File: src/rtl/melody_seq_if.sv
// Control/write/output bundle for melody_seq.
// Signals:
//   beat_en, start, pause, stop : playback controls (master -> slave)
//   we, waddr[6:0], wdata[4:0]  : song-memory write port (master -> slave)
//   tn[10:0], note[4:0], addr[6:0], playing, done : sequencer status (slave -> master)
interface melody_seq_if;
  logic        beat_en;
  logic        start;
  logic        pause;
  logic        stop;
  logic        we;
  logic [6:0]  waddr;
  logic [4:0]  wdata;
  logic [10:0] tn;
  logic [4:0]  note;
  logic [6:0]  addr;
  logic        playing;
  logic        done;

  modport master (
    output beat_en, start, pause, stop, we, waddr, wdata,
    input  tn, note, addr, playing, done
  );

  modport slave (
    input  beat_en, start, pause, stop, we, waddr, wdata,
    output tn, note, addr, playing, done
  );
endinterface

File: src/rtl/melody_seq.sv
// Beat-driven melody sequencer with a 128x5 song RAM.
// Plays entries 0..SONG_LEN-1, one per beat tick; code 31 ends the song early.
// Emits the current note code and the tone preload value for a tone divider.
// Ports:
//   clk : system clock, rising edge
//   rst : synchronous active-high reset (song RAM is not cleared)
//   bus : melody_seq_if.slave (controls, RAM write port, status outputs)
// Optional feature: define MELODY_SEQ_AUTOREPEAT_EN to wrap to entry 0 at end of
// song instead of returning to idle.
module melody_seq #(
  parameter int unsigned SONG_LEN = 128
) (
  input logic         clk,
  input logic         rst,
  melody_seq_if.slave bus
);

  typedef enum logic [1:0] {StIdle, StPlay, StPause} state_e;

  localparam logic [4:0]  EndCode  = 5'd31;
  localparam logic [10:0] Silent   = 11'h7FF;
  localparam logic [6:0]  LastAddr = 7'(SONG_LEN - 1);

  logic [4:0]  mem [128];

  state_e      state_q;
  logic [6:0]  addr_q;
  logic [4:0]  note_q;
  logic [10:0] tn_q;
  logic        playing_q;
  logic        done_q;

  logic [6:0]  addr_inc;
  logic [4:0]  next_note;
  logic [4:0]  first_note;
  logic        song_end;

  function automatic logic [10:0] note_to_tn(input logic [4:0] code);
    logic [10:0] tn;
    case (code)
      5'd1:    tn = 11'd773;
      5'd2:    tn = 11'd912;
      5'd3:    tn = 11'd1036;
      5'd4:    tn = 11'd1116;
      5'd5:    tn = 11'd1197;
      5'd6:    tn = 11'd1290;
      5'd7:    tn = 11'd1372;
      5'd8:    tn = 11'd1410;
      5'd9:    tn = 11'd1480;
      5'd10:   tn = 11'd1542;
      5'd11:   tn = 11'd1622;
      5'd12:   tn = 11'd1668;
      5'd13:   tn = 11'd1728;
      5'd14:   tn = 11'd1778;
      5'd15:   tn = 11'd1794;
      5'd16:   tn = 11'd1830;
      5'd17:   tn = 11'd1861;
      5'd18:   tn = 11'd1875;
      5'd19:   tn = 11'd1903;
      5'd20:   tn = 11'd1928;
      5'd21:   tn = 11'd1951;
      default: tn = Silent;
    endcase
    return tn;
  endfunction

  assign addr_inc   = addr_q + 7'd1;
  assign next_note  = mem[addr_inc];
  assign first_note = mem[0];
  // Beat on the last playable entry, or the next entry is the end marker.
  assign song_end   = (addr_q == LastAddr) || (next_note == EndCode);

  // Song RAM: writable only while idle so a playing song cannot change under us.
  always_ff @(posedge clk) begin
    if (!rst && bus.we && (state_q == StIdle)) begin
      mem[bus.waddr] <= bus.wdata;
    end
  end

  always_ff @(posedge clk) begin
    if (rst) begin
      state_q   <= StIdle;
      addr_q    <= 7'd0;
      note_q    <= 5'd0;
      tn_q      <= Silent;
      playing_q <= 1'b0;
      done_q    <= 1'b0;
    end else begin
      done_q <= 1'b0;
      case (state_q)
        StIdle: begin
          if (bus.stop) begin
            addr_q <= 7'd0;
            note_q <= 5'd0;
            tn_q   <= Silent;
          end else if (bus.start) begin
            if (first_note == EndCode) begin
              // Empty song: report completion without playing.
              done_q <= 1'b1;
            end else begin
              state_q   <= StPlay;
              addr_q    <= 7'd0;
              note_q    <= first_note;
              tn_q      <= note_to_tn(first_note);
              playing_q <= 1'b1;
            end
          end
        end

        StPlay: begin
          if (bus.stop) begin
            state_q   <= StIdle;
            addr_q    <= 7'd0;
            note_q    <= 5'd0;
            tn_q      <= Silent;
            playing_q <= 1'b0;
          end else if (bus.start) begin
            // Already playing; start outranks pause/beat, so nothing moves.
          end else if (bus.pause) begin
            state_q   <= StPause;
            tn_q      <= Silent;
            playing_q <= 1'b0;
          end else if (bus.beat_en) begin
            if (song_end) begin
              done_q <= 1'b1;
`ifdef MELODY_SEQ_AUTOREPEAT_EN
              if (first_note == EndCode) begin
                state_q   <= StIdle;
                addr_q    <= 7'd0;
                note_q    <= 5'd0;
                tn_q      <= Silent;
                playing_q <= 1'b0;
              end else begin
                addr_q <= 7'd0;
                note_q <= first_note;
                tn_q   <= note_to_tn(first_note);
              end
`else
              state_q   <= StIdle;
              addr_q    <= 7'd0;
              note_q    <= 5'd0;
              tn_q      <= Silent;
              playing_q <= 1'b0;
`endif
            end else begin
              addr_q <= addr_inc;
              note_q <= next_note;
              tn_q   <= note_to_tn(next_note);
            end
          end
        end

        StPause: begin
          if (bus.stop) begin
            state_q   <= StIdle;
            addr_q    <= 7'd0;
            note_q    <= 5'd0;
            tn_q      <= Silent;
            playing_q <= 1'b0;
          end else if (bus.start) begin
            state_q   <= StPlay;
            tn_q      <= note_to_tn(note_q);
            playing_q <= 1'b1;
          end
        end

        default: begin
          state_q   <= StIdle;
          addr_q    <= 7'd0;
          note_q    <= 5'd0;
          tn_q      <= Silent;
          playing_q <= 1'b0;
        end
      endcase
    end
  end

  assign bus.tn      = tn_q;
  assign bus.note    = note_q;
  assign bus.addr    = addr_q;
  assign bus.playing = playing_q;
  assign bus.done    = done_q;

endmodule

File: src/flat_wrapper.sv
// flat-port wrapper written by rule: the top's interface ports become plain ports
module melody_seq_flat 
#(
  parameter int unsigned SONG_LEN = 128
)
  (clk, rst, bus_beat_en, bus_start, bus_pause, bus_stop, bus_we, bus_waddr, bus_wdata, bus_tn, bus_note, bus_addr, bus_playing, bus_done);
  melody_seq_if bus_i ();
  input logic clk;
  input logic rst;
  input wire logic [$bits(bus_i.beat_en)-1:0] bus_beat_en;
  input wire logic [$bits(bus_i.start)-1:0] bus_start;
  input wire logic [$bits(bus_i.pause)-1:0] bus_pause;
  input wire logic [$bits(bus_i.stop)-1:0] bus_stop;
  input wire logic [$bits(bus_i.we)-1:0] bus_we;
  input wire logic [$bits(bus_i.waddr)-1:0] bus_waddr;
  input wire logic [$bits(bus_i.wdata)-1:0] bus_wdata;
  output wire logic [$bits(bus_i.tn)-1:0] bus_tn;
  output wire logic [$bits(bus_i.note)-1:0] bus_note;
  output wire logic [$bits(bus_i.addr)-1:0] bus_addr;
  output wire logic [$bits(bus_i.playing)-1:0] bus_playing;
  output wire logic [$bits(bus_i.done)-1:0] bus_done;
  assign bus_i.beat_en = bus_beat_en;
  assign bus_i.start = bus_start;
  assign bus_i.pause = bus_pause;
  assign bus_i.stop = bus_stop;
  assign bus_i.we = bus_we;
  assign bus_i.waddr = bus_waddr;
  assign bus_i.wdata = bus_wdata;
  assign bus_tn = bus_i.tn;
  assign bus_note = bus_i.note;
  assign bus_addr = bus_i.addr;
  assign bus_playing = bus_i.playing;
  assign bus_done = bus_i.done;
  melody_seq #(.SONG_LEN(SONG_LEN)) u_core (.clk(clk), .rst(rst), .bus(bus_i));
endmodule
File: config.mk
export PLATFORM = sky130hd
export DESIGN_NAME = melody_seq_flat
export DESIGN_NICKNAME = d
export VERILOG_FILES = /design/src/rtl/melody_seq_if.sv /design/src/rtl/melody_seq.sv /design/src/flat_wrapper.sv
export SDC_FILE = /design/constraint.sdc
export NUM_CORES = 1
export LEC_CHECK = 0
export ABC_AREA = 1
export CAP_MARGIN = 20
export CORE_MARGIN = 10
export CORE_UTILIZATION = 54
export DETAILED_ROUTE_END_ITERATION = 8
export PLACE_DENSITY_LB_ADDON = 0.1
export SYNTH_ARGS = -nofsm -noshare
export SYNTH_HDL_FRONTEND = slang
export SYNTH_SLANG_ARGS = --single-unit
File: constraint.sdc
create_clock -name clk -period 4.6 [get_ports clk]
set_input_delay 0.46 -clock clk [delete_from_list [all_inputs] [get_ports clk]]
set_output_delay 0.46 -clock clk [all_outputs]
set_load 0.01 [all_outputs]
# Word level (Yosys, flattened, before mapping)
# Memory sizes are Yosys's and may differ from the RTL's. A register that Yosys moved wholly into a read port is not among the register bits.
# Cells that the tools add are included.
[classes]
add_sub_neg = 1
mul = 0
div_mod_pow = 0
magnitude_cmp = 0
eq_ne = 17
shifts = 0
n_mux = 66
bitwise_logic = 0
reduce_logical = 8
[op_table]
columns = ["cell", "n"]
rows = [
  ["$mux 11", 10],
  ["$mux 7", 9],
  ["$mux 5", 11],
  ["$pmux 11 s3", 1],
  ["$pmux 7 s3", 1],
  ["$mux 1", 20],
  ["$mux 2", 10],
  ["$ne 3x3->1 const B", 6],
  ["$pmux 5 s3", 1],
  ["$eq 5x5->1 const B", 2],
  ["$ne 2x2->1 const B", 4],
  ["$add 7x1->7 const B", 1],
  ["$eq 7x7->1 const B", 1],
  ["$reduce_and 7->1", 1],
  ["$pmux 2 s3", 1],
  ["$reduce_and 6->1", 1],
  ["$reduce_and 5->1", 1],
  ["$ne 4x3->1 const B", 1],
  ["$ne 4x4->1 const B", 1],
  ["$pmux 1 s3", 1],
  ["$eq 2x1->1 const B", 1],
  ["$eq 2x2->1 const B", 1],
  ["$logic_and 1x1->1", 2],
  ["$logic_not 2->1", 1],
  ["3 further kinds", 3],
]
[totals]
reg_bits = 27
latchBits = 0
ramBits = 640
mem_bits_ro = 1056
inputBits = 19
out_inout_bits = 25
word_cells = 102
n_memories = 4
[mem_list]
columns = ["name", "depth", "width", "rd", "rd_ports_with_merged_regs", "write_ports", "line_no", "source"]
rows = [
  ["u_core.mem", 128, 5, 2, 0, 1, "melody_seq.sv:24", "logic [4:0] mem [128];"],
  ["(no name shown)", 32, 11, 1, 0, 0, "melody_seq.sv:40", "case (code)"],
  ["(no name shown)", 32, 11, 1, 0, 0, "melody_seq.sv:40", ""],
  ["(no name shown)", 32, 11, 1, 1, 0, "melody_seq.sv:40", ""],
]

# Longest topological paths before layout
# An unclocked memory read counts as a cell.
[depth]
depth_word = 12
mapped_depth = 32
depth_no_buf = 29

# Worst setup path after synthesis
# OpenSTA, ideal clock, no wires.
[synth_path]
path_type = "register to register"
from = "register u_core.addr_q[0] (netlist: u_core.bus.addr[0])"
to = "register (tool-made name)"
setup_ps = 58
arrival_time_ps = 3752
required_ps = 4542
slack_ps = 790
path_stages_with_launch = 29
n_path_buf = 4
period_less_slack_ps = 3810
cell_sequence = "dfxtp_1 -> ha_1 -> buf_4 -> inv_4 -> buf_4 -> buf_4 -> buf_2 -> o21ai_0 -> o211ai_1 -> o211ai_1 -> nand3_1 -> nand3_1 -> nand3_1 -> nand2_1 -> inv_1 -> ha_1 -> inv_1 -> nor2_1 -> nand2_2 -> nand3_1 -> nand2_1 -> nand2_1 -> nand2_1 -> nand2_1 -> ha_1 -> nand3b_1 -> nand3_1 -> nand3_1 -> nand2_1"
[synth_rtl]
columns = ["element", "line_no", "source"]
rows = [
  ["start, declared", "melody_seq.sv:27", "logic [6:0] addr_q;"],
  ["start signal, assigned", "melody_seq.sv:146", "addr_q <= addr_inc;"],
]

==> qor.txt <==
M1 WL: 33.2 mm
Syn Nets: 2890
Worst Path Required: 5080 ps
CTS Buf Count: 71
Core Rows: 86
Cell mode on critical path: nand3_1
CTS tree: done
Aggregate global-route resource usage: 24.2%
GRT overflow: 0
Cells along the critical path: ha_4, nor2_2, inv_2, nand2_2, buf_12, o211ai_1, nand3_1, nand3_1, nand3_1, nand3_1, nand2_1, inv_1, ha_1, inv_1, nor2_1, nand2_2, nand3_1, nand3_1, nand3_2, ha_1, nand3b_1, nand3_1, nand3_1, nand2_1
Fmax: 231 MHz
Sequential-to-total area share from yosys stat: 67.0%
Core area: 54900 um^2
Worst r2r path cells: 24
Clock Skews: 37.9 ps
CTS Sinks: 678
Met2 wire len: 37.2 mm
Prevailing post-synth register cell: edfxtp_1
CP peak stage delay: 430 ps
Placer Congestion: 0.929
Hold path depth: 1
Die span in x: 255 um
Met3 WL: 6.04 mm
First-pass GRT wire length: 120 mm
Count of final setup violators: 0
Largest delay share family, worst path: simple AND/OR/NAND/NOR gates
Max Root-Sink Buffers: 3
Final instance area: 33400 um^2
Mapped cell area: 29800 um^2
Drt wl/cell: 21.6 um
Leak Pwr: 0.0121 uW
Initial antenna violation count: 0
Post-synth top area share: 64.5%
# DRC: 0
Die ar.: 65000 um^2
Startpoint Class: register
Drt first pass iters: 6
Peak VDD IR: 0.319 mV
Status: completed
Final Max Tran Viols: 0
Crit path depth: 24
Clk slew on worst S/H paths: 60 ps
Setup TNS: 0 ps
Tmin final: 4330 ps
Initial core utilization: 54.3%
Fin crit share: 94.2%
Final setup margin: 268 ps
Top cells by area, synth: edfxtp_1, nand2_1, nand3_1
DPL Wire Length: 48.2 mm
Hold Path Class: in2reg
Combinational Power Share: 23.3%
Maxcap violations: 0
Boundary Pins: 44
Final Hold Fails: 0
Antenna cells: 0
Yosys reg bits: 678
Largest net degree at the start of global routing: 139
WP buf/inv: 4
Cells after synthesis: 2848
Leading area contributor after synthesis: edfxtp_1
H-tree levels: 3
Cell Int Power: 11500 uW
DR vias/cell: 5.78
Worst path slowest cell: ha_1
HP Start: bus_wdata[1]
Flop pwr share: 42.1%
EDFF count, synth: 640
Vias: 21020
DRT antenna net count: 0
Later-pin clock latency in the skew report: 620 ps
Layout Area Growth over Synthesis: 12.0%
CP startpoint: u_core.bus.addr[0]$_SDFFE_PP0P_
Slew Limit Headroom: 41.7%
Async set-or-reset flop fraction in the synthesized netlist: 0%
Vias in the first global route: 20329
Worst slew pin tran: 874 ps
FF-to-FF Start: u_core.bus.addr[0]$_SDFFE_PP0P_
DRT iter0 DRCs: 2185
Layout net count: 2917
Pwr dens: 496 nW/um^2
Crit path DAT: 4810 ps
NetSw: 5090 uW
Crit path capture type: register
Layout cell share with drive strength beyond 1: 7.84%
Final Hold Slack: 70.8 ps
Max layer used: met4
Clock Tree Root: clkbuf_16
WS Path Type: reg2reg
Unrepaired setup endpoints after global routing: no
Net Sw Frac: 30.7%
Syn avg cell area: 10.5 um^2
Place WS: 265 ps
Routed wire length: 78.4 mm
Crit-path max FO: 52
Final Util: 60.8%
Die Ht: 255 um
PortBufs: 43
Clock power share: 34.6%
Distinct cells, synth: 42
Placed Area: 31000 um^2
YS warnings: 0
placed cells by master (no fill, tap or decap), types with 14 or more instances in the layout:
master           count
clkdlybuf4s50_1     38
o21ai_1             75
edfxtp_1           640
o211ai_1            25
o21ai_0            177
nor3_1              17
nand3_1            379
buf_12              18
inv_1               99
inv_2               14
ha_1                22
buf_4               59
clkinv_1            18
nand2_1            603
clkbuf_16           73
dfxtp_1             37
nor2_1             485
a21oi_1             41
sequential cells by signal, indices dropped and copies added (netlist names), named ones only:
register,cells
u_core.mem,640
u_core.bus.note,5
u_core.bus.addr,7
u_core.bus.playing,1
u_core.state_q,2
u_core.bus.done,1
u_core.bus.tn,11
power by group through the flow:
stage	combinational (uW)	sequential, uW	clock [uW]
floorplan	2560	7090	0
global placement	3800	7110	0
detailed placement	3800	7110	0
CTS	3810	6980	5810
global route	4290	6980	6050
finish	3860	6970	5720
what timing repair did:
| action | in CTS | in global routing |
|---|---|---|
| hold buffers | 0 | 0 |
| setup buffers | 0 | 4 |
| resized for setup | 0 | 3 |
| setup endpoints to repair | 0 | 9 |
path summary, 6_finish.rpt:
check / end / slack [ps]
worst min register to register: u_core.bus.playing$_SDFFE_PP0P_ / 450
worst max-delay path: register / 270
worst max register to register: register / 270
worst min-delay path: u_core.mem[41][1]$_DFFE_PP_ / 70
cell families after synthesis:
group	Yosys count	synth area share, %
fa+ha+maj	23	0.965
simple gates	1520	21.2
buf+inv	284	4.63
flops	678	67.0
compound gates	341	6.13
xor+xnor	2	0.0588
cell usage after synthesis (4+ instances only):
| library cell | number |
|---|---|
| ha_1 | 23 |
| o22ai_1 | 11 |
| inv_1 | 100 |
| nor2_1 | 485 |
| or2_2 | 4 |
| inv_2 | 15 |
| a21oi_1 | 41 |
| nand3_1 | 379 |
| buf_2 | 81 |
| dfxtp_1 | 38 |
| clkbuf_1 | 38 |
| o211ai_1 | 25 |
| nand2_1 | 604 |
| clkinv_1 | 5 |
| o21ai_1 | 75 |
| nor3_1 | 17 |
| nand2_2 | 11 |
| buf_6 | 16 |
| nand4_1 | 8 |
| edfxtp_1 | 640 |
| o21ai_0 | 177 |
| buf_1 | 4 |
| buf_4 | 24 |
stage by stage:
step | total power, uW | cells
global route | 17300 | 3637
global placement | 10900 | 3501
detailed placement | 10900 | 3501
floorplan | 9650 | 2848
finish | 16600 | 3637
CTS | 16600 | 3632
layout make-up:
cell class	count	area (um^2)
Sequential cell	678	20000
Multi-Input combinational cell	1886	8480
Timing Repair Buffer	117	1240
Fill cell	4484	21500
Inverter	121	468
Clock inverter	44	448
Tap cell	704	881
Clock buffer	87	1890
per-layer routing:
layer	track usage (%)	vias up
li1	-	9912
met5	0	-
met4	6.75	0
met3	4.23	124
met1	33.6	10130
met2	38.7	854
Power figures use the tool's default switching activity.
